### config.mk
export PLATFORM = sky130hd
export DESIGN_NAME = modulo_counter_param
export DESIGN_NICKNAME = d
export VERILOG_FILES = /design/src/rtl/modulo_counter_param.sv
export SDC_FILE = /design/constraint.sdc
export NUM_CORES = 1
export LEC_CHECK = 0
export ABC_CLOCK_PERIOD_IN_PS = 6400
export CORE_MARGIN = 4
export CORE_UTILIZATION = 65
export CTS_CLUSTER_DIAMETER = 80
export CTS_CLUSTER_SIZE = 30
export DETAILED_ROUTE_END_ITERATION = 7
export DONT_BUFFER_PORTS = 1
export PLACE_DENSITY = 0.81
export REMOVE_ABC_BUFFERS = 1
export SLEW_MARGIN = 20
export SYNTH_ARGS = -nofsm -noshare
export SYNTH_HDL_FRONTEND = slang
export SYNTH_SLANG_ARGS = --single-unit
### constraint.sdc
create_clock -name clock -period 6.4 [get_ports clock]
set_input_delay 0.96 -clock clock [delete_from_list [all_inputs] [get_ports clock]]
set_output_delay 0.96 -clock clock [all_outputs]
set_load 0.02 [all_outputs]
### src/rtl/modulo_counter_param.sv
// -----------------------------------------------------------------------------
// modulo_counter_param
//
// Parametrised up/down modulo counter. Counts over 0..max_value (inclusive),
// with a runtime-programmable bound, count enable, direction control and a
// synchronous load. At a boundary it either wraps or saturates (SATURATE), and
// a registered terminal pulse marks every step that hits a boundary.
//
// Optional feature macro: COUNTER_PRESCALE_EN
//   When defined, an internal prescaler makes the counter step only once per
//   PRESCALE enabled clocks. When undefined, every enabled clock is a step and
//   no prescaler logic is built.
//
// Parameters:
//   WIDTH      counter / load_value / max_value width in bits
//   SATURATE   0 = wrap at boundaries, 1 = hold at boundaries
//   PRESCALE   enabled clocks per step (COUNTER_PRESCALE_EN only, >= 1)
//
// Ports:
//   clock       in   rising-edge clock
//   reset       in   synchronous, active-high reset
//   enable      in   count enable
//   up          in   1 = count up, 0 = count down
//   load        in   synchronous load of load_value (clamped to max_value)
//   load_value  in   value to load
//   max_value   in   inclusive upper bound of the count sequence
//   counter     out  registered count
//   terminal    out  registered one-cycle pulse on a boundary step
// -----------------------------------------------------------------------------
module modulo_counter_param #(
    parameter int unsigned WIDTH    = 8,
    parameter int unsigned SATURATE = 0,
    parameter int unsigned PRESCALE = 4
) (
    input  logic             clock,
    input  logic             reset,
    input  logic             enable,
    input  logic             up,
    input  logic             load,
    input  logic [WIDTH-1:0] load_value,
    input  logic [WIDTH-1:0] max_value,
    output logic [WIDTH-1:0] counter,
    output logic             terminal
);

    if (PRESCALE < 1) begin : g_prescale_check
        $error("modulo_counter_param: PRESCALE must be >= 1");
    end

    logic             step;
    logic [WIDTH-1:0] load_clamped;
    logic [WIDTH-1:0] step_count;
    logic             step_terminal;

`ifdef COUNTER_PRESCALE_EN
    localparam int unsigned     PS_W    = (PRESCALE > 1) ? $clog2(PRESCALE) : 1;
    localparam logic [PS_W-1:0] PS_LAST = PS_W'(PRESCALE - 1);

    logic [PS_W-1:0] prescaler;
    logic            prescaler_last;

    assign prescaler_last = (prescaler == PS_LAST);

    // Advances on enabled cycles only; load restarts the interval.
    always_ff @(posedge clock) begin
        if (reset || load) begin
            prescaler <= '0;
        end else if (enable) begin
            prescaler <= prescaler_last ? '0 : prescaler + PS_W'(1);
        end
    end

    assign step = enable && prescaler_last;
`else
    assign step = enable;
`endif

    assign load_clamped = (load_value > max_value) ? max_value : load_value;

    // Next count and boundary flag for a step in the current direction.
    always_comb begin
        step_count    = counter;
        step_terminal = 1'b0;
        if (up) begin
            // >= also pulls a count left above a lowered bound back into range.
            if (counter >= max_value) begin
                step_count    = (SATURATE != 0) ? max_value : '0;
                step_terminal = 1'b1;
            end else begin
                step_count = counter + WIDTH'(1);
            end
        end else begin
            if (counter == '0) begin
                step_count    = (SATURATE != 0) ? '0 : max_value;
                step_terminal = 1'b1;
            end else if (counter > max_value) begin
                step_count = max_value;
            end else begin
                step_count = counter - WIDTH'(1);
            end
        end
    end

    always_ff @(posedge clock) begin
        if (reset) begin
            counter  <= '0;
            terminal <= 1'b0;
        end else if (load) begin
            counter  <= load_clamped;
            terminal <= 1'b0;
        end else if (step) begin
            counter  <= step_count;
            terminal <= step_terminal;
        end else begin
            terminal <= 1'b0;
        end
    end

endmodule

==> impl_metrics.tcl <==
set metrics [dict create \
    synth-simple-area-share_pct 21.5 \
    num_io_pins 30 \
    syn_area_um2 1400 \
    synth-xor-area-share_pct 6.27 \
    remaining_drc_errors 0 \
    setup_ws_ps 3720 \
    crit_family "simple AND/OR/NAND/NOR gates" \
    dieArea_um2 2960 \
    clkLatencyLatePin_ps 270 \
    vias 1365 \
    initial_core_util_pct 69.8 \
    yosysWarnings 0 \
    die_w_um 54.4 \
    synthCells 172 \
    num-fill-cells 177 \
    regArea_um2 180 \
    fp-row-count 16 \
    cp-start-kind "input pin" \
    gp_congestion 0.959 \
    synth_edf_count 0 \
    synth_area_leader_cell "ha_1" \
    async_flop_share_pct 0 \
    grt_overflow_total 0 \
    grt.total_usage_pct 27.5 \
    critPathMostFrequentCell "a221oi_1" \
    fin_nets 209 \
    fin_skew_ps 8.17 \
    ys_seq_area_share_pct 12.9 \
    cts_buffers 3 \
    required_ps 6560 \
    multiInputGateArea_um2 1100 \
    end_kind "flip-flop" \
    drt_wl_total_um 3760 \
    port_buffers 0 \
    synth-seq-cells 9 \
    viasPerCell 7.00 \
    die_y_um 54.4 \
    dr.pass1.iters 4 \
    drive_gt1_share_pct 7.14 \
    synthAdderAreaFrac_pct 17.0 \
    min_period_over_period_pct 41.9 \
    clockBufferDepth 2 \
    whs_ps 750 \
    dp_slack_ps 3480 \
    max_stage_delay_ps 530 \
    grt_pass1_wl_um 5880 \
    finalSetupViolCount 0 \
    clockRootBuffer "clkbuf_4" \
    core_area_um2 2000 \
    crit_fanout 5 \
    period_minus_slack_ps 2680 \
    clk_pin_slew_ps 70 \
    cp.arrival_ps 2840 \
    post-synth-top-count-cell "ha_1" \
    wl_per_cell_um 19.3 \
    synth_flop_cell "dfxtp_1" \
    max_slew_margin_pct 57.1 \
    slowest_stage "nor4_2" \
    hold_viol_final 0 \
    yosysTopAreaCellShare_pct 17.0 \
    cts_num_sinks 9 \
    grt_start_max_net_pins 24 \
    antenna_cells 0 \
    critical_path_class "in2reg" \
    antenna_left 0 \
    placedCellCount 191 \
    holdCritPathClass "in2reg" \
    drv_cap 0 \
    syn_area_per_cell_um2 8.13 \
    powerDensity_nw_per_um2 180 \
    status "finished, final reports clean" \
    drt_iter0_drc 64 \
    synth_cell_types 46 \
    antenna_found_initial 0 \
    synth_top_family_by_area "compound AO/OA/AOI/OAI gates" \
    worstMarginPinSlew_ps 643 \
    cellLeakagePower_nw 0.623 \
    htreeDepth 1 \
    synth_compound_area_share_pct 26.1 \
    area_delta_synth_final_pct -0.179 \
    cp_cell_sequence "inv_1 > ha_1 > nand4_1 > nor2_1 > nor2b_1 > nor4_2 > a221oi_1 > a221oi_1" \
    tritoncts "done" \
    rsz0062_at_grt "no" \
    grt_pass1_vias 1329 \
    drv_slew 0 \
    ys_top_cells_by_count "19 x ha_1, 14 x a21oi_1, 14 x inv_1" \
    cts_resized 0 \
    fmax_mhz 373 \
    final_cells 195 \
    cts_setup_buffers 0 \
    fin_setup_tns_ps 0 \
    cts_hold_buf 0 \
    synthMuxAreaShare_pct 7.97 \
    max-vdd-ir-drop_mv 0.142 \
    dpl.hpwl_um 2930 \
    worst-path-buf-inv 1 \
    ys_top_cells_by_area "ha_1 17%, dfxtp_1 13%, mux2i_1 7.2%" \
]
-- power breakdown --
group / internal (mW) / switching (mW) / total [mW]
Clock: 0.0241 / 0.0220 / 0.0461
Combinational: 0.0533 / 0.0604 / 0.114
Sequential: 0.0628 / 0.0292 / 0.0920
-- area by class of cell --
cell class	count	area share, %
clock buffer	4	1.88
inverter	14	3.77
multi-input combinational	141	79.0
sequential	9	12.9
tap	27	2.42
-- routing by layer --
layer	global-route usage, %	vias up	wire length (um)
met5	0	-	0
met4	5.81	0	51
met3	7.90	6	352
met2	50.4	68	1840
met1	31.2	643	1510
li1	-	648	-
-- flip-flops by register name (all words and copies together), names as in the netlist --
signal / flops
terminal: 1
counter: 8
-- cell families after synthesis --
kind of cell | Yosys count
and+or+nand+nor | 51
AOI/OAI and AO/OA | 50
buffers and inverters | 22
adders and majority gates | 19
muxes | 11
xor gates and xnor gates | 10
DFF | 9
-- path summary, 6_finish.rpt --
check | from | to | slack (ps) | cells past startpoint
worst max register to register | counter[0]$_SDFFE_PP0P_ | counter[7]$_SDFFE_PP0P_ | 3720 | 8
worst min-delay path | reset | counter[0]$_SDFFE_PP0P_ | 750 | 1
worst min register to register | counter[0]$_SDFFE_PP0P_ | counter[0]$_SDFFE_PP0P_ | 760 | 2
worst max-delay path | max_value[7] | counter[7]$_SDFFE_PP0P_ | 3720 | 8
-- per-stage QoR --
stage | cell area [um2] | power (mW) | utilization [%]
after detailed placement | 1370 | 0.204 | 68.4
final | 1400 | 0.252 | 69.7
after floorplan | 1340 | 0.178 | -
after CTS | 1400 | 0.251 | 69.7
after global routing | 1400 | 0.272 | 69.7
after global placement | 1370 | 0.199 | 68.4
-- worst reg2reg max path, delay by kind of cell, from the launching register on --
family | cells | cell delay [ps]
flops | 1 | 600
fa+ha+maj | 1 | 330
simple gates | 4 | 980
buf+inv | 1 | 210
compound gates | 2 | 460
-- layout by cell type (no fill, tap or decap), types with 2 or more instances in the layout --
| cell | n |
|---|---|
| and3_1 | 2 |
| a21oi_1 | 14 |
| nand3_1 | 6 |
| o211ai_1 | 3 |
| nor4_1 | 3 |
| nor3_1 | 8 |
| nand2_1 | 3 |
| a221oi_1 | 4 |
| a211oi_1 | 3 |
| inv_1 | 14 |
| a211o_1 | 4 |
| clkbuf_4 | 3 |
| or3_1 | 2 |
| xor2_1 | 9 |
| nor2_1 | 11 |
| ha_1 | 19 |
| nor2b_1 | 4 |
| nand2b_1 | 2 |
| mux2i_1 | 10 |
| o21ai_0 | 9 |
| dfxtp_1 | 9 |
| nand4_1 | 4 |
Power figures use the tool's default switching activity.
